### src/rtl/interrupt_controller.sv
// ---------------------------------------------------------------------------
// interrupt_controller
//
// Prioritising interrupt controller in front of the CPU's IRQ/IC inputs.
// Rising edges on the request lines are latched into a pending register, a
// programmable mask hides sources, and the lowest-index unmasked pending
// source is presented to the CPU. Each interrupt walks through the request
// (ASSERT), acknowledge and end-of-interrupt (SERVICE) phases; only one
// interrupt is ever in flight or in service.
//
// Ports:
//   clk      system clock, all state changes on the rising edge
//   rst      asynchronous active-high reset
//   req      device request lines, a rising edge raises that request
//   ack      CPU acknowledge pulse, honoured only while presenting
//   eoi      CPU end-of-interrupt pulse, honoured only while in service
//   mask_w   mask write strobe
//   mask_d   new mask value (1 = source disabled)
//   irq      interrupt request to the CPU
//   ic       index of the presented or in-service source
//   pending  latched pending requests
//   mask     current mask register
//   busy     high while presenting or servicing an interrupt
// ---------------------------------------------------------------------------
module interrupt_controller #(
   parameter logic [15:0] RESET_MASK = 16'hFFFF,
   parameter int          NUM_SRC    = 16
) (
   input  logic               clk,
   input  logic               rst,
   input  logic [NUM_SRC-1:0] req,
   input  logic               ack,
   input  logic               eoi,
   input  logic               mask_w,
   input  logic [NUM_SRC-1:0] mask_d,
   output logic               irq,
   output logic [3:0]         ic,
   output logic [NUM_SRC-1:0] pending,
   output logic [NUM_SRC-1:0] mask,
   output logic               busy
);

   typedef enum logic [1:0] {
      ST_IDLE    = 2'd0,
      ST_ASSERT  = 2'd1,
      ST_SERVICE = 2'd2
   } state_t;

   state_t             state;
   state_t             next_state;
   logic [3:0]         next_ic;
   logic               next_irq;
   logic               next_busy;
   logic [NUM_SRC-1:0] prev_req;
   logic [NUM_SRC-1:0] rise;
   logic [NUM_SRC-1:0] eligible;
   logic [NUM_SRC-1:0] clr;
   logic [3:0]         sel_idx;

   assign rise     = req & ~prev_req;
   assign eligible = pending & ~mask;

   // Fixed priority: scan from the top down so the lowest set index is the
   // last one written and therefore wins.
   always_comb begin
      sel_idx = 4'd0;
      for (int i = NUM_SRC - 1; i >= 0; i--) begin
         if (eligible[i]) begin
            sel_idx = 4'(i);
         end
      end
   end

   // Next-state logic. IC is captured only when leaving IDLE, so it stays
   // frozen through ASSERT and SERVICE regardless of new requests or mask
   // changes. An accepted ACK produces the one-hot clear for the pending
   // register; EOI is ignored in ASSERT, so ACK+EOI together only acts as ACK.
   always_comb begin
      next_state = state;
      next_ic    = ic;
      clr        = '0;
      unique case (state)
         ST_IDLE: begin
            if (|eligible) begin
               next_state = ST_ASSERT;
               next_ic    = sel_idx;
            end
         end
         ST_ASSERT: begin
            if (ack) begin
               next_state = ST_SERVICE;
               clr        = {{(NUM_SRC-1){1'b0}}, 1'b1} << ic;
            end
         end
         ST_SERVICE: begin
            if (eoi) begin
               next_state = ST_IDLE;
            end
         end
         default: begin
            next_state = ST_IDLE;
         end
      endcase
      next_irq  = (next_state == ST_ASSERT);
      next_busy = (next_state != ST_IDLE);
   end

   // State and output registers. IRQ and BUSY are registered copies of the
   // next-state decode so the CPU never sees a combinational glitch.
   always_ff @(posedge clk or posedge rst) begin
      if (rst) begin
         state <= ST_IDLE;
         ic    <= 4'd0;
         irq   <= 1'b0;
         busy  <= 1'b0;
      end else begin
         state <= next_state;
         ic    <= next_ic;
         irq   <= next_irq;
         busy  <= next_busy;
      end
   end

   // Edge history, pending bits and mask. A rise in the same cycle as the
   // clear of that bit keeps the bit set, so no edge is lost.
   always_ff @(posedge clk or posedge rst) begin
      if (rst) begin
         prev_req <= '0;
         pending  <= '0;
         mask     <= RESET_MASK;
      end else begin
         prev_req <= req;
         pending  <= (pending & ~clr) | rise;
         if (mask_w) begin
            mask <= mask_d;
         end
      end
   end

endmodule

### config.mk
export PLATFORM = sky130hd
export DESIGN_NAME = interrupt_controller
export DESIGN_NICKNAME = d
export VERILOG_FILES = /design/src/rtl/interrupt_controller.sv
export SDC_FILE = /design/constraint.sdc
export NUM_CORES = 1
export LEC_CHECK = 0
export CAP_MARGIN = 20
export CELL_PAD_IN_SITES_DETAIL_PLACEMENT = 1
export CELL_PAD_IN_SITES_GLOBAL_PLACEMENT = 1
export CORE_MARGIN = 5
export CORE_UTILIZATION = 38
export DETAILED_ROUTE_END_ITERATION = 7
export HOLD_SLACK_MARGIN = 0.02
export MAX_ROUTING_LAYER = met4
export PLACE_DENSITY = 0.89
export SYNTH_ARGS = -nofsm -noshare
export SYNTH_HDL_FRONTEND = slang
export SYNTH_SLANG_ARGS = --single-unit
export TNS_END_PERCENT = 30
### constraint.sdc
create_clock -name clk -period 3.9 [get_ports clk]
set_clock_uncertainty 0.1 [all_clocks]
set_input_delay 0.585 -clock clk [delete_from_list [all_inputs] [get_ports clk]]
set_output_delay 0.585 -clock clk [all_outputs]
set_load 0.01 [all_outputs]
==> results.md <==
- Met2 usage: 0.311
- Status: completed
- Worst slew pin tran: 0.873 ns
- Share of the synthesized area in the top cell type: 0.436
- Clock Sinks: 56
- VDD IR-drop max: 305 uV
- Total routed wirelength: 6380 um
- Ys flop type: dfrtp_1
- Crit-path max FO: 8
- GRT Overall Usage: 0.179
- Final #Nets: 316
- I/O pin count: 75
- Synth area leader: dfrtp_1
- Area delta synth->final: 41.0%
- CTS Buffer Depth: 2
- Die outline width: 87.8 um
- Crit path capture type: flop
- Post-synth cell types: 33
- Power Density: 514 nW/um2
- Max transition margin: 0.416
- Worst path cell trace: nor2b_4 -> or4_4 -> o41ai_4 -> and2b_1 -> a21oi_1
- CTS Buf Count: 5
- HPWL Detailed: 4930 um
- Synth warn: 0
- Worst Setup SP: mask[7]$_DFFE_PP1P_
- Max Freq: 0.447 GHz
- Avg Inst Size Synth: 11.6 um2
- Total power: 1.67 mW
- Crit path kind: reg -> reg
- Diodes inserted: 0
- Vias per inst: 5.07
- Reg-to-Reg Start: mask[7]$_DFFE_PP1P_
- MaxCap Viol Count: 0
- Leakage power: 1.36 nW
- Worst-Skew Late Latency: 0.32 ns
- Final ANT Viol Nets: 0
- Arrival time worst endpoint: 2.32 ns
- Crit-path slowest cell: dfstp_2
- Starting Density: 0.390
- FP Rows: 28
- Most used routing layer: met2
- First-pass GRT wire length: 10000 um
- PortBufs: 74
- Worst-path clk slew: 0.10 ns
- CTS Hold Buffers Added: 0
- Routed len/inst: 18.0 um
- RePlAce Congestion: 0.810
- Leading cell types by count after synthesis: 40 x dfrtp_1, 35 x o21ai_1, 22 x inv_1, 16 x dfstp_2, 13 x nand2_1
- H-Tree Depth: 2
- Final setup vio count: 0
- Met3 usage: 0.0452
- Initial drt markers: 49
- Crit path time final: 2.24 ns
- CTS-repair resized insts: 0
- Vias in the first global route: 1986
- Post-Syn Nets: 235
- Met1 usage: 0.203
- Die height: 87.8 um
- Pin count of the biggest net entering global routing: 54
- Layout cells sized above 1: 0.146
- TritonRoute pass-1 iters: 4
- Worst Path Buf+Inv: 0
- # fillers: 657
- Total grt overflow: 0
- Number of setup buffers added after CTS: 0
- CTS tree: yes
- Gate Count Post-Synth: 198
- Root Driver: clkbuf_8
- EDFF count, synth: 0
- Class of the worst hold path: reg -> reg
- Fin Setup TNS: 0 ns
- Final number of hold-violating endpoints: 0
- Worst path max stage delay: 0.58 ns
- Fin util: 0.550
- Min-delay src: prev_req[2]$_DFF_PP0_
- Fraction of registers with async set/reset: 1.00
- Cell Area, Synth: 2300 um2
- Initial antenna violation count: 0
- CP delay by family, top: simple AND/OR/NAND/NOR gates
- Period utilisation layout: 0.573
- Setup repair after global routing missed its margin: false
- Startpoint class of the critical path: flop
- Sequential fraction of the synthesis area: 0.619
- Via count: 1799
- DRC Markers: 0
- Most instantiated library cell after synthesis: dfrtp_1
- Die footprint: 7700 um2
- Synth Register Bits: 56
- Core Area: 5890 um2
- Worst EP required: 3.99 ns
- Largest cells by area after synthesis: dfrtp_1 44%, dfstp_2 18%, o21ai_1 7.6%
- Slew Limit Fails: 0
## kinds of logic (layout without fill, tap and decap cells)
logic type      after synthesis  in the layout  share of synthesized area
buf+inv                      25            107                     0.0408
flops                        56             56                      0.619
mux                          15             15                     0.0735
simple gates                 52             52                      0.134
compound gates               50             50                      0.133
## power breakdown
part           leakage, nW  switching (mW)  internal [mW]
combinational        0.713           0.284          0.282
clock               0.0479           0.193          0.126
sequential           0.595          0.0916          0.689
total                 1.36           0.568           1.10
## cell type report
class / count / area (um2) / area share
clock buffers: 5 / 68.8 / 0.0212
clock inverters: 3 / 18.8 / 0.00579
inverters: 23 / 86.3 / 0.0267
multi-input cells: 117 / 782 / 0.241
flip-flops and latches: 56 / 1420 / 0.439
well taps: 75 / 93.8 / 0.0290
repair buffers: 76 / 768 / 0.237
## stage by stage
step	cell area (um2)	instances	setup slack, ns	hold slack, ns
finish	3240	355	1.66	0.315
global route	3240	355	1.58	0.325
CTS	3220	354	1.65	0.318
detailed placement	3130	346	1.64	0.304
global placement	3130	346	1.70	0.294
floorplan	2300	198	1.81	0.292
## metal layers
layer,part of all wire,wire (um),up-vias
met2,0.54,3480,48
met1,0.39,2510,901
met3,0.046,296,9
met5,0,0,-
met4,0.016,99,0
li1,-,-,841
## worst register-to-register path: stages, from the launching register on
cell and delay, ns:
dfstp_2 0.58, nor2b_4 0.05, or4_4 0.56, o41ai_4 0.58
and2b_1 0.20, a21oi_1 0.04
## final timing paths
kind | to | slack, ns | cells past startpoint
max | ic[3]$_DFFE_PP0P_ | 1.66 | 5
min | pending[2]$_DFF_PP0_ | 0.31 | 1
min reg2reg | pending[2]$_DFF_PP0_ | 0.31 | 1
min in group asynchronous | prev_req[2]$_DFF_PP0_ | 0.38 | 2
max in group asynchronous | mask[14]$_DFFE_PP1P_ | 2.61 | 4
max reg2reg | ic[3]$_DFFE_PP0P_ | 1.66 | 5
## state kept, by name, summed over array words and instances, names as in the netlist
signal / count
pending: 16
ic: 4
irq: 1
mask: 16
busy: 1
prev_req: 16
state: 2
## cells in the final DEF (no fill, tap or decap), drive strengths merged
cell type / synthesis / routed
mux2: 15 / 15
o21ai: 36 / 36
clkdlybuf4s50: 0 / 74
nand3b: 2 / 2
nor4: 1 / 1
or2: 2 / 2
or3: 1 / 1
inv: 23 / 23
nand2: 13 / 13
nand3: 2 / 2
a311o: 1 / 1
clkinv: 0 / 3
o31ai: 2 / 2
dfrtp: 40 / 40
a22oi: 1 / 1
or4: 2 / 2
buf: 0 / 2
and2b: 1 / 1
dfstp: 16 / 16
o311a: 1 / 1
o41ai: 1 / 1
a21o: 1 / 1
o221ai: 2 / 2
a21oi: 3 / 3
clkbuf: 2 / 5
a211oi: 2 / 2
nor2: 4 / 4
nor3: 1 / 1
nor2b: 8 / 8
nand2b: 12 / 12
nand4: 3 / 3
(Power assumes the default switching activity.)
